### src/rtl/round_judge_pkg.sv
// Shared definitions for the round judge and the ready arbiter that watches its STATE bus.
package round_judge_pkg;

  // 4-bit STATE bus codes, 1P viewpoint
  localparam logic [3:0] STATE_IDLE   = 4'b0000;
  localparam logic [3:0] STATE_ANSWER = 4'b0010;
  localparam logic [3:0] STATE_DRAW   = 4'b0110;
  localparam logic [3:0] STATE_GOOD   = 4'b1000;
  localparam logic [3:0] STATE_OUCH   = 4'b1001;
  localparam logic [3:0] STATE_WIN    = 4'b1010;
  localparam logic [3:0] STATE_LOSE   = 4'b1011;

  typedef enum logic [3:0] {
    ST_IDLE   = STATE_IDLE,
    ST_ANSWER = STATE_ANSWER,
    ST_DRAW   = STATE_DRAW,
    ST_GOOD   = STATE_GOOD,
    ST_OUCH   = STATE_OUCH,
    ST_WIN    = STATE_WIN,
    ST_LOSE   = STATE_LOSE
  } state_t;

  // Legal round targets and the score ceiling (single 7-seg digit)
  localparam logic [3:0] NUM_MIN   = 4'd1;
  localparam logic [3:0] NUM_MAX   = 4'd10;
  localparam logic [3:0] SCORE_MAX = 4'd9;

  // True for the codes that end a round; the arbiter clears its ready latches on these
  function automatic logic is_result(input logic [3:0] code);
    return (code == STATE_DRAW) || (code == STATE_GOOD) || (code == STATE_OUCH) ||
           (code == STATE_WIN)  || (code == STATE_LOSE);
  endfunction

  function automatic logic num_valid(input logic [3:0] num);
    return (num >= NUM_MIN) && (num <= NUM_MAX);
  endfunction

  // Score increment that sticks at SCORE_MAX
  function automatic logic [3:0] score_inc(input logic [3:0] score);
    return (score < SCORE_MAX) ? score + 4'd1 : score;
  endfunction

endpackage

### src/rtl/round_judge_tick_gen.sv
// tick_gen: one-cycle TICK pulse every TICK_DIV clocks; CLR restarts the count at zero.
module round_judge_tick_gen #(
  parameter int TICK_DIV = 50_000_000
) (
  input  logic CLK,
  input  logic RST,
  input  logic CLR,
  output logic TICK
);

  localparam int CW = (TICK_DIV > 1) ? $clog2(TICK_DIV) : 1;
  localparam logic [CW-1:0] CNT_LAST = CW'(TICK_DIV - 1);

  logic [CW-1:0] cnt_q;
  logic [CW-1:0] cnt_d;

  // Next count: wrap at the last value, forced to zero while cleared
  always_comb begin
    cnt_d = cnt_q + 1'b1;
    if (CLR || (cnt_q == CNT_LAST)) begin
      cnt_d = '0;
    end
  end

  // Count register
  always_ff @(posedge CLK or negedge RST) begin
    if (!RST) begin
      cnt_q <= '0;
    end else begin
      cnt_q <= cnt_d;
    end
  end

  assign TICK = (cnt_q == CNT_LAST);

endmodule

### src/rtl/round_judge.sv
// Round judge: starts a timed answer round on OK's rising edge, judges both players,
// drives the STATE bus, per-player lockouts and saturating scores.
module round_judge
  import round_judge_pkg::*;
#(
  parameter int TICK_DIV    = 50_000_000,
  parameter int TIME_LIMIT  = 9,
  parameter int RESULT_HOLD = 2
) (
  input  logic       CLK,
  input  logic       RST,
  input  logic       OK,
  input  logic [3:0] NUM,
  input  logic [3:0] ANS_1P,
  input  logic       SUBMIT_1P,
  input  logic [3:0] ANS_2P,
  input  logic       SUBMIT_2P,
  output logic [3:0] STATE,
  output logic [3:0] REMAIN,
  output logic [3:0] TARGET,
  output logic       LOCK_1P,
  output logic       LOCK_2P,
  output logic [3:0] SCORE_1P,
  output logic [3:0] SCORE_2P
);

  localparam int HW = $clog2(RESULT_HOLD + 1);
  localparam logic [HW-1:0] HOLD_LAST   = HW'(RESULT_HOLD - 1);
  localparam logic [3:0]    REMAIN_INIT = 4'(TIME_LIMIT);

  state_t        state_q, state_d;
  logic          ok_q, ok_d;
  logic [3:0]    remain_q, remain_d;
  logic [3:0]    target_q, target_d;
  logic          lock_1p_q, lock_1p_d;
  logic          lock_2p_q, lock_2p_d;
  logic [3:0]    score_1p_q, score_1p_d;
  logic [3:0]    score_2p_q, score_2p_d;
  logic [HW-1:0] hold_q, hold_d;

  logic start;
  logic tick;
  logic tick_clr;
  logic valid_1p, valid_2p;
  logic hit_1p, hit_2p;

  // Tick counter is held in IDLE and restarted on every state change, so each
  // answer window and result hold begins with a full second.
  round_judge_tick_gen #(
    .TICK_DIV (TICK_DIV)
  ) u_tick_gen (
    .CLK  (CLK),
    .RST  (RST),
    .CLR  (tick_clr),
    .TICK (tick)
  );

  // Round FSM with its timer, lock and score datapath
  always_comb begin
    ok_d       = OK;
    state_d    = state_q;
    remain_d   = remain_q;
    target_d   = target_q;
    lock_1p_d  = lock_1p_q;
    lock_2p_d  = lock_2p_q;
    score_1p_d = score_1p_q;
    score_2p_d = score_2p_q;
    hold_d     = hold_q;

    start    = OK & ~ok_q;
    valid_1p = SUBMIT_1P & ~lock_1p_q;
    valid_2p = SUBMIT_2P & ~lock_2p_q;
    hit_1p   = valid_1p & (ANS_1P == target_q);
    hit_2p   = valid_2p & (ANS_2P == target_q);

    case (state_q)
      ST_IDLE: begin
        if (start && num_valid(NUM)) begin
          state_d   = ST_ANSWER;
          target_d  = NUM;
          remain_d  = REMAIN_INIT;
          lock_1p_d = 1'b0;
          lock_2p_d = 1'b0;
        end
      end

      ST_ANSWER: begin
        if (hit_1p && hit_2p) begin
          state_d = ST_GOOD;
        end else if (hit_1p) begin
          state_d    = ST_WIN;
          score_1p_d = score_inc(score_1p_q);
        end else if (hit_2p) begin
          state_d    = ST_LOSE;
          score_2p_d = score_inc(score_2p_q);
        end else begin
          // Any surviving valid submit here is wrong
          lock_1p_d = lock_1p_q | valid_1p;
          lock_2p_d = lock_2p_q | valid_2p;
          if (lock_1p_d && lock_2p_d) begin
            state_d = ST_OUCH;
          end else if (tick) begin
            if (remain_q <= 4'd1) begin
              state_d = ST_DRAW;
            end else begin
              remain_d = remain_q - 4'd1;
            end
          end
        end
        if (state_d != ST_ANSWER) begin
          remain_d = 4'd0;
          hold_d   = '0;
        end
      end

      default: begin
        // Result states: show the outcome for RESULT_HOLD seconds, then go idle
        if (tick) begin
          if (hold_q == HOLD_LAST) begin
            state_d   = ST_IDLE;
            target_d  = 4'd0;
            lock_1p_d = 1'b0;
            lock_2p_d = 1'b0;
            hold_d    = '0;
          end else begin
            hold_d = hold_q + 1'b1;
          end
        end
      end
    endcase

    tick_clr = (state_q == ST_IDLE) || (state_d != state_q);
  end

  // State and datapath registers
  always_ff @(posedge CLK or negedge RST) begin
    if (!RST) begin
      state_q    <= ST_IDLE;
      ok_q       <= 1'b0;
      remain_q   <= 4'd0;
      target_q   <= 4'd0;
      lock_1p_q  <= 1'b0;
      lock_2p_q  <= 1'b0;
      score_1p_q <= 4'd0;
      score_2p_q <= 4'd0;
      hold_q     <= '0;
    end else begin
      state_q    <= state_d;
      ok_q       <= ok_d;
      remain_q   <= remain_d;
      target_q   <= target_d;
      lock_1p_q  <= lock_1p_d;
      lock_2p_q  <= lock_2p_d;
      score_1p_q <= score_1p_d;
      score_2p_q <= score_2p_d;
      hold_q     <= hold_d;
    end
  end

  assign STATE    = state_q;
  assign REMAIN   = remain_q;
  assign TARGET   = target_q;
  assign LOCK_1P  = lock_1p_q;
  assign LOCK_2P  = lock_2p_q;
  assign SCORE_1P = score_1p_q;
  assign SCORE_2P = score_2p_q;

endmodule
### config.mk
export PLATFORM = sky130hd
export DESIGN_NAME = round_judge
export DESIGN_NICKNAME = d
export VERILOG_FILES = /design/src/rtl/round_judge_pkg.sv /design/src/rtl/round_judge_tick_gen.sv /design/src/rtl/round_judge.sv
export SDC_FILE = /design/constraint.sdc
export NUM_CORES = 1
export LEC_CHECK = 0
export ABC_AREA = 1
export CORE_ASPECT_RATIO = 0.7
export CORE_MARGIN = 3
export CORE_UTILIZATION = 46
export CTS_BUF_LIST = sky130_fd_sc_hd__clkbuf_8
export DETAILED_ROUTE_END_ITERATION = 10
export GPL_TIMING_DRIVEN = 0
export PLACE_DENSITY = 0.76
export SLEW_MARGIN = 10
export SYNTH_ARGS = -nofsm -noshare
export SYNTH_HDL_FRONTEND = slang
export SYNTH_SLANG_ARGS = --single-unit
### constraint.sdc
create_clock -name CLK -period 2.4 [get_ports CLK]
set_input_delay 0.48 -clock CLK [delete_from_list [all_inputs] [get_ports CLK]]
set_output_delay 0.48 -clock CLK [all_outputs]
set_load 0.02 [all_outputs]
==> out/metrics.csv <==
metric,value,unit
r2r_end,u_tick_gen.cnt_q[24]$_DFF_PN0_,
antenna_left,0,
r2r_cells,11,
totalPowerFinal,0.00148,W
avgSynthCellArea,7.62,um^2
crit_type,input port to register,
grt_max_degree,36,
finalCriticalPeriod,2130,ps
clkSinkCount,51,
ys_seq_elements,51,
die_area,0.00753,mm^2
antenna_found_initial,0,
worstMarginPinSlew,440,ps
post_cts_buffers,0,
setup_viol,0,
nets,463,
wl_per_cell,13.3,um
area_growth,19.5,%
vias,2616,
gr-usage-all-layers,19.2,%
final_common_cell,nand2_1,
port_buffers,38,
ir_drop,0.000288,V
clkSlewWorstSetupHoldPaths,100,ps
core-area,0.00601,mm^2
critPathMaxFanout,4,
synthDistinctLibCells,34,
p_leak,1.70,nW
rsz0062_at_grt,no,
std_cell_rows,23,
antenna_cells,0,
drt_first_pass_iters,5,
max_freq,469,MHz
end_kind,register,
grt_pass1_wl,11.5,mm
cp_data_arrival_time,2390,ps
drt_wl_total,6.85,mm
dpl.hpwl,5.32,mm
outcome,completed,
worstReg2RegStart,REMAIN[0]$_DFFE_PN0P_,
viasPerCell,5.08,
cts_tree,built,
finalMaxSlewViolations,0,
hold_violations,0,
ys_warn_count,0,
io_pins,39,
die_w,102,um
hold_class,input port to asynchronous set/reset pin,
grt_pass1_vias,2494,
mostFrequentLayoutCells,"nand2_1, nor2_1, inv_1",
postLayoutCoreUtil,59.5,%
root_buffer,clkbuf_8,
start_util,49.8,%
synth.net_count,417,
cp.required,2660,ps
drc,0,
drive_above_1_share,10.0,%
drtIter0Drc,229,
maxCapViolCount,0,
cellPowerDensity,413,mW/mm^2
gp_congestion,0.891,
cts_max_level,2,
syn-cell-area,0.00300,mm^2
cts_buffers,5,
clk_latency,310,ps
period_share,88.8,%
timing.slew.headroom,70.5,%
syn_inst,393,
die_height,73.5,um
yosysSeqAreaShare,42.6,%
clockBufferDepth,2,
start_kind,input port,
gr-total-overflow,0,
fillCellCount,535,
worst-r2r-setup-slack,310,ps
fin_skew,15.3,ps
==> flip-flops by register name, indices dropped and copies added, names as in the netlist <==
signal	count
REMAIN	4
STATE	4
hold_q	2
TARGET	4
LOCK_1P	1
u_tick_gen.cnt_q	26
SCORE_1P	4
SCORE_2P	4
ok_q	1
LOCK_2P	1
==> critical path, cell delays in order <==
cell and delay, ps:
clkdlybuf4s50_1 440, nand2_1 80, a21boi_0 100, nor4_2 390, nor2_1 120, nor2_1 350
inv_1 120, nor2_1 160, nand2_1 80, nand2_1 60
==> worst max path at each step <==
stage	to	from	slack, ps
3_3_place_gp	TARGET[2]$_DFFE_PN0P_	RST	-690
5_1_grt	u_tick_gen.cnt_q[24]$_DFF_PN0_	u_tick_gen.cnt_q[0]$_DFF_PN0_	110
6_report	REMAIN[3]$_DFFE_PN0P_	NUM[1]	270
2_1_floorplan	REMAIN[0]$_DFFE_PN0P_	REMAIN[0]$_DFFE_PN0P_	650
4_1_cts	REMAIN[3]$_DFFE_PN0P_	NUM[1]	190
3_5_place_dp	REMAIN[3]$_DFFE_PN0P_	NUM[1]	-130
==> kinds of logic after synthesis <==
family                   share of synthesized area (%)
AND/OR/NAND/NOR                                   34.5
AO/OA/AOI/OAI                                     6.43
buffers and inverters                             7.98
flip-flops                                        42.6
XOR/XNOR                                          5.56
adder cells (fa/ha/maj)                           2.92
==> cell usage after synthesis (all sizes together) <==
| master | count | area share (%) |
|---|---|---|
| o21bai | 1 | 0.25 |
| a21oi | 5 | 0.84 |
| nor3 | 12 | 2.9 |
| xnor2 | 4 | 1.2 |
| a31oi | 3 | 0.63 |
| nor3b | 4 | 1.0 |
| ha | 7 | 2.9 |
| nand2 | 98 | 13 |
| or2 | 2 | 0.42 |
| inv | 59 | 7.4 |
| nand4 | 11 | 2.3 |
| xor2 | 15 | 4.4 |
| nand3 | 19 | 3.9 |
| dfrtp | 51 | 43 |
| o211ai | 1 | 0.25 |
| a21boi | 1 | 0.25 |
| buf | 3 | 0.58 |
| nor4 | 4 | 0.84 |
| o21ai | 20 | 3.7 |
| o22ai | 1 | 0.21 |
| a31o | 1 | 0.29 |
| nor2 | 70 | 10 |
| nand3b | 1 | 0.25 |
==> per-stage QoR <==
step | worst slack [ps] | hold slack [ps] | std cells | area [um^2] | setup TNS, ps
after floorplan | 651 | 184 | 393 | 3000 | 0
after global placement | -694 | 475 | 506 | 3470 | -35250
after detailed placement | -131 | 437 | 507 | 3480 | -407
after CTS | 192 | 97.9 | 515 | 3570 | 0
after global routing | 109 | 108 | 515 | 3580 | 0
final | 269 | 85.6 | 515 | 3580 | 0
==> layout make-up <==
| cell class | instances | area (um^2) | area share (%) |
|---|---|---|---|
| clock inverter | 3 | 21.3 | 0.594 |
| timing repair buffer | 39 | 395 | 11.0 |
| multi-input combinational | 280 | 1490 | 41.5 |
| tap | 75 | 93.8 | 2.62 |
| inverter | 59 | 221 | 6.18 |
| clock buffer | 5 | 68.8 | 1.92 |
| sequential | 51 | 1280 | 35.6 |
| buffer | 3 | 17.5 | 0.489 |
==> report_power, final <==
part	total [W]	switching [W]	internal, W
combinational	0.000105	0.0000560	0.0000494
sequential	0.000870	0.00000549	0.000864
clock	0.000505	0.000299	0.000206
total	0.00148	0.000360	0.00112
==> layer usage <==
layer	part of all wire [%]	GRT usage [%]	vias up	wire, um
met2	42	28.8	72	2880
met4	0.53	2.62	0	36
met3	5.5	3.61	5	374
met5	0	0	-	0
met1	52	29.6	1206	3560
li1	-	-	1333	-
==> timing repair <==
action,in CTS,in global routing
gates resized for setup,0,1
setup endpoints to repair,0,3
hold buffers,0,0
(Power assumes the default switching activity.)
